==> src/rtl/vdu_clock_gen.sv <==
// Multi-channel clock divider: NUM_CH registered divided clocks with tick strobes.
// Divisor reloads are deferred to each channel's period boundary; sync phase-aligns all channels.
module vdu_clock_gen #(
    parameter int NUM_CH  = 2,
    parameter int DIV_W   = 8,
    parameter int DEF_DIV = 2
) (
    input  logic                      sysclk,
    input  logic                      rst,
    input  logic                      en,
    input  logic                      sync,
    input  logic [NUM_CH*DIV_W-1:0]   cfg_div,
    input  logic                      cfg_load,
    output logic                      cfg_busy,
    output logic                      cfg_err,
    output logic [NUM_CH-1:0]         vduclk,
    output logic [NUM_CH-1:0]         tick,
    output logic                      ready
);

    localparam logic [DIV_W-1:0] DEF_RAW = DIV_W'(DEF_DIV);
    localparam logic [DIV_W-1:0] DEF_D   = (DEF_RAW == '0) ? DIV_W'(1) : DEF_RAW;

    logic [NUM_CH-1:0] r_pend;
    logic [NUM_CH-1:0] r_seen;
    logic [NUM_CH-1:0] r_vduclk;
    logic [NUM_CH-1:0] r_tick;
    logic              r_run;
    logic              r_err;

    logic              w_busy;
    logic              w_load_ok;

    assign w_busy    = |r_pend;
    assign w_load_ok = cfg_load & ~w_busy;

    assign cfg_busy  = w_busy;
    assign cfg_err   = r_err;
    assign vduclk    = r_vduclk;
    assign tick      = r_tick;
    assign ready     = &r_seen;

    // r_run remembers whether the previous cycle was enabled, so the first enabled edge restarts at cnt=0
    always_ff @(posedge sysclk or negedge rst) begin
        if (!rst) begin
            r_run <= 1'b0;
            r_err <= 1'b0;
        end else begin
            r_run <= en;
            r_err <= cfg_load & w_busy;
        end
    end

    generate
        for (genvar gi = 0; gi < NUM_CH; gi++) begin : g_ch
            logic [DIV_W-1:0] r_div;
            logic [DIV_W-1:0] r_pdiv;
            logic [DIV_W-1:0] r_cnt;

            logic [DIV_W-1:0] w_cfg_raw;
            logic [DIV_W-1:0] w_cfg_div;
            logic             w_bound;
            logic [DIV_W-1:0] w_div_next;
            logic [DIV_W-1:0] w_pdiv_next;
            logic [DIV_W-1:0] w_cnt_next;
            logic             w_pend_next;
            logic             w_vduclk_next;
            logic             w_tick_next;

            assign w_cfg_raw = cfg_div[gi*DIV_W +: DIV_W];
            assign w_cfg_div = (w_cfg_raw == '0) ? DIV_W'(1) : w_cfg_raw;
            // Period boundary: end of a tick cycle, a sync request, or the first enabled edge
            assign w_bound   = en & (sync | ~r_run | r_tick[gi]);

            always_comb begin
                w_div_next  = r_div;
                w_pdiv_next = r_pdiv;
                w_cnt_next  = r_cnt;
                w_pend_next = r_pend[gi];
                if (!en) begin
                    w_cnt_next = '0;
                    if (r_pend[gi]) begin
                        w_div_next  = r_pdiv;
                        w_pend_next = 1'b0;
                    end
                    if (w_load_ok) begin
                        w_pdiv_next = w_cfg_div;
                        w_pend_next = 1'b1;
                    end
                end else if (w_bound) begin
                    w_cnt_next  = '0;
                    w_pend_next = 1'b0;
                    if (w_load_ok) begin
                        w_div_next = w_cfg_div;
                    end else if (r_pend[gi]) begin
                        w_div_next = r_pdiv;
                    end
                end else begin
                    w_cnt_next = r_cnt + DIV_W'(1);
                    if (w_load_ok) begin
                        w_pdiv_next = w_cfg_div;
                        w_pend_next = 1'b1;
                    end
                end
            end

            assign w_vduclk_next = en & ((w_div_next == DIV_W'(1)) | (w_cnt_next < (w_div_next >> 1)));
            assign w_tick_next   = en & (w_cnt_next == (w_div_next - DIV_W'(1)));

            always_ff @(posedge sysclk or negedge rst) begin
                if (!rst) begin
                    r_div        <= DEF_D;
                    r_pdiv       <= DEF_D;
                    r_cnt        <= '0;
                    r_pend[gi]   <= 1'b0;
                    r_seen[gi]   <= 1'b0;
                    r_vduclk[gi] <= 1'b0;
                    r_tick[gi]   <= 1'b0;
                end else begin
                    r_div        <= w_div_next;
                    r_pdiv       <= w_pdiv_next;
                    r_cnt        <= w_cnt_next;
                    r_pend[gi]   <= w_pend_next;
                    r_seen[gi]   <= en & (r_seen[gi] | r_tick[gi]);
                    r_vduclk[gi] <= w_vduclk_next;
                    r_tick[gi]   <= w_tick_next;
                end
            end
        end
    endgenerate

endmodule

==> config.mk <==
export PLATFORM = sky130hd
export DESIGN_NAME = vdu_clock_gen
export DESIGN_NICKNAME = d
export VERILOG_FILES = /design/src/rtl/vdu_clock_gen.sv
export SDC_FILE = /design/constraint.sdc
export NUM_CORES = 1
export LEC_CHECK = 0
export ABC_AREA = 1
export BUFFER_PORTS_ARGS = -buffer_cell sky130_fd_sc_hd__buf_2
export CORE_MARGIN = 1
export CORE_UTILIZATION = 33
export CTS_CLUSTER_DIAMETER = 120
export DETAILED_ROUTE_END_ITERATION = 12
export PLACE_DENSITY = 0.62
export SETUP_SLACK_MARGIN = 0.1
export SLEW_MARGIN = 20
export SYNTH_ARGS = -nofsm -noshare
export SYNTH_HDL_FRONTEND = slang
export SYNTH_SLANG_ARGS = --single-unit
==> constraint.sdc <==
create_clock -name sysclk -period 2.2 [get_ports sysclk]
set_input_delay 0.33 -clock sysclk [delete_from_list [all_inputs] [get_ports sysclk]]
set_output_delay 0.33 -clock sysclk [all_outputs]
set_load 0.01 [all_outputs]
Word level (Yosys, flattened, before mapping)
Index checks and enable logic that the tools add are counted.
Word-level totals
  flip-flop bits (word level): 58
  output and inout port bits: 7
  word-level logic and storage cells: 79
Operators by class
  $add $sub $neg: 4
  $lt $le $gt $ge: 2
  eq/ne operators: 8
  multiplexer cells: 26
  bitwise logic cells: 19
  reductions and logical operators: 4
Operator list (number)
  $mux 8: 20
  $add 8x1->8 const B: 2
  $eq 8x1->1 const B: 2
  $eq 8x8->1: 2
  $logic_not 8->1: 2
  $lt 8x7->1: 2
  $sub 8x1->8 const B: 2
  $and 1x1->1: 10
  $or 1x1->1: 7
  $mux 1: 6
  $ne 3x1->1 const B: 2
  $ne 2x2->1 const B: 2
  $not 1->1: 2
  $reduce_and 2->1: 1
  $reduce_or 2->1: 1

Logic depth before layout (Yosys ltp)
  word-level depth: 9
  gate-level depth with buffers: 20
  gate-level depth less buffers: 18

Least setup slack after synthesis
Ideal clock, no wire load.
  path kind: reg-to-reg
  start point: register r_pend[1]
  end point: register r_tick[0] (netlist: tick[0])
  library setup time: 71 ps
  data arrival time: 2019 ps
  required time: 2129 ps
  setup slack: 110 ps
  stages on the path, launching flop included: 19
  path buffers: 2
  clock period less this slack: 2090 ps
  path through: dfrtp_1 buf_6 inv_4 nand2_4 nor2_4 buf_6 nor2_1 nor2_1 nand2_1 nand2_2 nand2_4 ha_1 o21ai_0 nand2_1 nor2_1 nand2_1 nor2_1 nand2_1 nor2_1
Between the ends
  word-level cells in the longest chain between the ends: 9
Ends and longest elaborated chain
  start: declaration: line 24  | logic [NUM_CH-1:0] r_pend;
  start signal: indexed assignment: line 123  | r_pend[gi] <= w_pend_next;
  $reduce_or 2->1: line 34  | assign w_busy = |r_pend;
  via cfg_busy: line 14  | output logic cfg_busy,
  $not 1->1: line 35  | assign w_load_ok = cfg_load & ~w_busy;
  $and 1x1->1: line 35
  $mux 8: line 93  | if (w_load_ok) begin
  $mux 8: line 90  | end else if (w_bound) begin
  $mux 8: line 80  | if (!en) begin
  $sub 8x1->8: line 108  | assign w_tick_next = en & (w_cnt_next == (w_div_next - DIV_W'(1)));
  $eq 8x8->1: line 108
  $and 1x1->1: line 108
  via g_ch[0].w_tick_next: line 68  | logic w_tick_next;
  end signal: indexed assignment: line 126  | r_tick[gi] <= w_tick_next;
  end: declaration: line 27  | logic [NUM_CH-1:0] r_tick;
The timed path passes the listed nets, and every way through them passes these cells.
A chain may end at the register's enable or synchronous reset.

Worst setup path after layout
  start point: register r_pend[0]
  end point: register r_vduclk[1] (netlist: vduclk[1])
Between the ends
  word-level cells in the longest chain between the ends: 9
Ends and longest elaborated chain
  $reduce_or 2->1 (*): line 34
  $not 1->1 (*): line 35
  $and 1x1->1 (*): line 35
  $mux 8 (*): line 93
  $mux 8 (*): line 90
  $mux 8 (*): line 80
  $lt 8x7->1 / $eq 8x1->1 (equally long branches): line 107  | assign w_vduclk_next = en & ((w_div_next == DIV_W'(1)) | (w_cnt_next < (w_div_next >> 1)));
  $or 1x1->1 (*): line 107
  $and 1x1->1 (*): line 107
  via g_ch[1].w_vduclk_next: line 67  | logic w_vduclk_next;
  end signal: indexed assignment: line 125  | r_vduclk[gi] <= w_vduclk_next;
  end: declaration: line 26  | logic [NUM_CH-1:0] r_vduclk;
Mark *: on every way through the listed nets, which the timed path passes. The rest lies on a longest branch.

==> results.ini <==
[finish]
synthToLayoutAreaGrowth_pct=28.2
finalNetCount=730
fraction_of_final_layout_cells_with_drive_strength_greater_than_1=0.295
layout.cell_area.non_filler_sq_mm=0.00544
fin_util=0.433
final-instance-count-excl-fill=868
antenna_diodes=0

[placement]
gp_congestion=0.919
detailed_place_hpwl_microns=8700
numPortBuffers=27
detailed_place.area_sq_mm=0.00482
dp_cells=837

[synthesis]
syn-num-nets=646
synth.avg_cell_area_sq_um=7.00
netlist_top_cells_count=224 x nand2_1, 65 x inv_1, 54 x dfrtp_1
ys.warnings.count=0
synthDominantCellAreaShare=0.318
netlist_top_cells_area=dfrtp_1 32%, nand2_1 20%, inv_1 5.7%
netlist-cell-type-count=37
synth-edff-count=0
yosys_most_used_dff=dfrtp_1
synth_top_area_cell=dfrtp_1
async_flop_share=1.00
synthCells=607
synth.most_common_cell=nand2_1
synth.ff_latch_count=58
syn_area_sq_mm=0.00425
synth_seq_area_share=0.343

[sta]
fin_skew_ns=0.00689
whs_ns=0.226
hold_violations=0
slew-limit-headroom=0.687
post-route-period-util=0.967
transition_time_at_the_pin_with_the_least_slew_margin_ns=0.469
setup_viol=0
slew_viol_final=0
achievable-frequency_mhz=470
finalWorstPathRequiredPeriod_ns=2.13
rsz_0062_raised_after_global_routing=true

[clocking]
tritoncts_clock_tree=built
path_clk_slew_ns=0.06
tritoncts.num_buffers=9
clk_root_buffer_cell=clkbuf_16
clkLatencyLatePin_ns=0.34
clock_tree.buffer_depth=2
cts-htree-levels=3
numClockSinks=58

[power]
pwr_density_cell_mw_per_mm2=849
static-leakage-power_nw=2.95
comb_power_share=0.390
power.share.clock=0.312
power.net_switching_mw=1.70
share_seq_of_total_power=0.298
swShare=0.368
vdd_ir_drop_max_v=0.000418
p_int_mw=2.92

[setup_path]
worst_setup_path_start_kind=flop
critical_path.max_fanout=6
worst_ep_required_time_ns=2.47
cell_repeated_most_along_the_worst_path=nand2_1
critical_path.endpoint_type=flop
largest_stage_delay_on_the_critical_path_ns=0.48
crit_path_cell_trace=inv_2 > nand2_4 > nor2_4 > buf_4 > buf_4 > nand2_1 > nand3_1 > nand2_1 > nand2_1 > ha_1 > a21oi_1 > o21ai_1 > inv_1 > nand2_1 > a21oi_2
crit_slowest_cell=dfrtp_2
critPathKind=reg -> reg
arrival_ns=2.40

[status]
status=complete, no violations

[die]
area_enclosed_by_the_die_boundary_sq_mm=0.0133
die_height_microns=115
die_width_microns=115
effective_utilization_at_floorplan=0.338
fp.coreArea_sq_mm=0.0126
pin_count=28
placement_rows=41

[detailed_routing]
dr.pass1.iters=5
drt_first_iter_violations=269
final_antenna_net_count=0
wl_per_cell_microns=13.0
postRouteWirelength_microns=11300
route.detailed.drc=0
vias=4086
post_dr_vias_cell=4.71

[global_route]
pin_count_of_the_biggest_net_entering_global_routing=22
number_of_global_route_vias_before_repair=4123
grt_usage=0.183
grt_remaining_overflow=0
grt_antenna_before_repair=0
wire_length_of_the_first_global_routing_pass_microns=18800

[job]
max-cap-violations=0

[worst_hold_path]
holdCritPathClass=in -> reg

per-stage QoR:
stage | setup WS, ns | power, mW | TNS [ns]
6_report | 0.0717 | 4.62 | 0
5_1_grt | -0.0951 | 4.97 | -0.240
4_1_cts | 0.102 | 4.48 | 0
3_5_place_dp | -0.0147 | 3.00 | -0.0147
3_3_place_gp | 0.0343 | 2.98 | 0
2_1_floorplan | 0.110 | 2.51 | 0
registers in the layout (all words and copies together) (netlist names):
signal       flops
r_run            1
g_ch.r_div      16
vduclk           2
g_ch.r_cnt      16
tick             2
cfg_err          1
r_seen           2
g_ch.r_pdiv     16
r_pend           2
kinds of logic after synthesis:
family / share of synthesized area
buffers and inverters: 0.0958
AND/OR/NAND/NOR: 0.427
AO/OA/AOI/OAI: 0.0575
multiplexers: 0.00530
XOR/XNOR: 0.0186
flip-flops: 0.343
adder cells (fa/ha/maj): 0.0530
per-layer routing:
| layer | track usage | up-vias | routed length [microns] |
|---|---|---|---|
| met2 | 0.327 | 86 | 5730 |
| met4 | 0.0667 | 0 | 193 |
| met5 | 0 | - | 0 |
| met1 | 0.210 | 1927 | 4870 |
| li1 | - | 2059 | - |
| met3 | 0.0460 | 14 | 499 |
cell usage in the layout, fill, tap and decap left out, types with 3 or more instances in the layout:
master | netlist | layout
clkbuf_16 | 0 | 9
o21ai_1 | 3 | 7
buf_2 | 2 | 27
ha_4 | 0 | 6
o21ai_0 | 20 | 14
nand2_4 | 5 | 8
buf_4 | 1 | 53
inv_1 | 65 | 64
ha_1 | 18 | 12
nand2_1 | 224 | 216
nand4_1 | 11 | 11
nor3_1 | 3 | 3
dfstp_2 | 4 | 4
nor2_2 | 8 | 8
nand3_1 | 42 | 39
nor2_4 | 6 | 9
nand3_2 | 7 | 9
a31oi_1 | 3 | 3
xnor2_1 | 3 | 3
dfrtp_1 | 54 | 52
nor2_1 | 49 | 46
a21oi_1 | 11 | 6
a21oi_2 | 1 | 5
xor2_1 | 6 | 6
nand2_2 | 17 | 22
nand3_4 | 5 | 6
inv_2 | 17 | 18
path summary, 6_finish.rpt:
path                              startpoint           endpoint  slack (ns)  cells past startpoint
setup / recovery                   r_pend[0]          vduclk[1]        0.07                     15
hold / removal                            en              r_run        0.23                      1
setup reg to reg                   r_pend[0]          vduclk[1]        0.07                     15
hold reg to reg            g_ch[1].r_pdiv[1]  g_ch[1].r_pdiv[1]        0.46                      2
max in group asynchronous                rst  g_ch[0].r_pdiv[1]        1.03                      3
min in group asynchronous                rst   g_ch[1].r_cnt[0]        0.46                      2
what timing repair did:
action / in CTS / in global routing
setup buffers: 2 / 12
resized for setup: 9 / 42
hold buffers: 1 / 0
hold endpoints to repair: 16 / 0
pin swaps: 1 / 25
setup endpoints to repair: 4 / 4
worst max-delay path, delay by kind of cell (launching register included):
kind	cells	cell delay [ns]
compound gates	3	0.34
flops	1	0.48
buf+inv	4	0.43
simple gates	7	0.55
fa+ha+maj	1	0.26
area by class of cell:
type	count	area, sq um
repair buffers	84	581
clock inverters	3	40.0
inverters	83	317
clock buffers	13	260
flip-flops and latches	58	1460
well taps	172	215
multi-input cells	455	2570
fillers	1286	7120
power groups by stage:
| stage | Combinational, mW | Sequential (mW) | Clock, mW |
|---|---|---|---|
| floorplan | 1.17 | 1.35 | 0 |
| global placement | 1.58 | 1.39 | 0 |
| detailed placement | 1.60 | 1.39 | 0 |
| CTS | 1.64 | 1.38 | 1.47 |
| global route | 2.05 | 1.39 | 1.52 |
| finish | 1.80 | 1.38 | 1.44 |
Note: power is estimated with default switching activity, not from simulation.
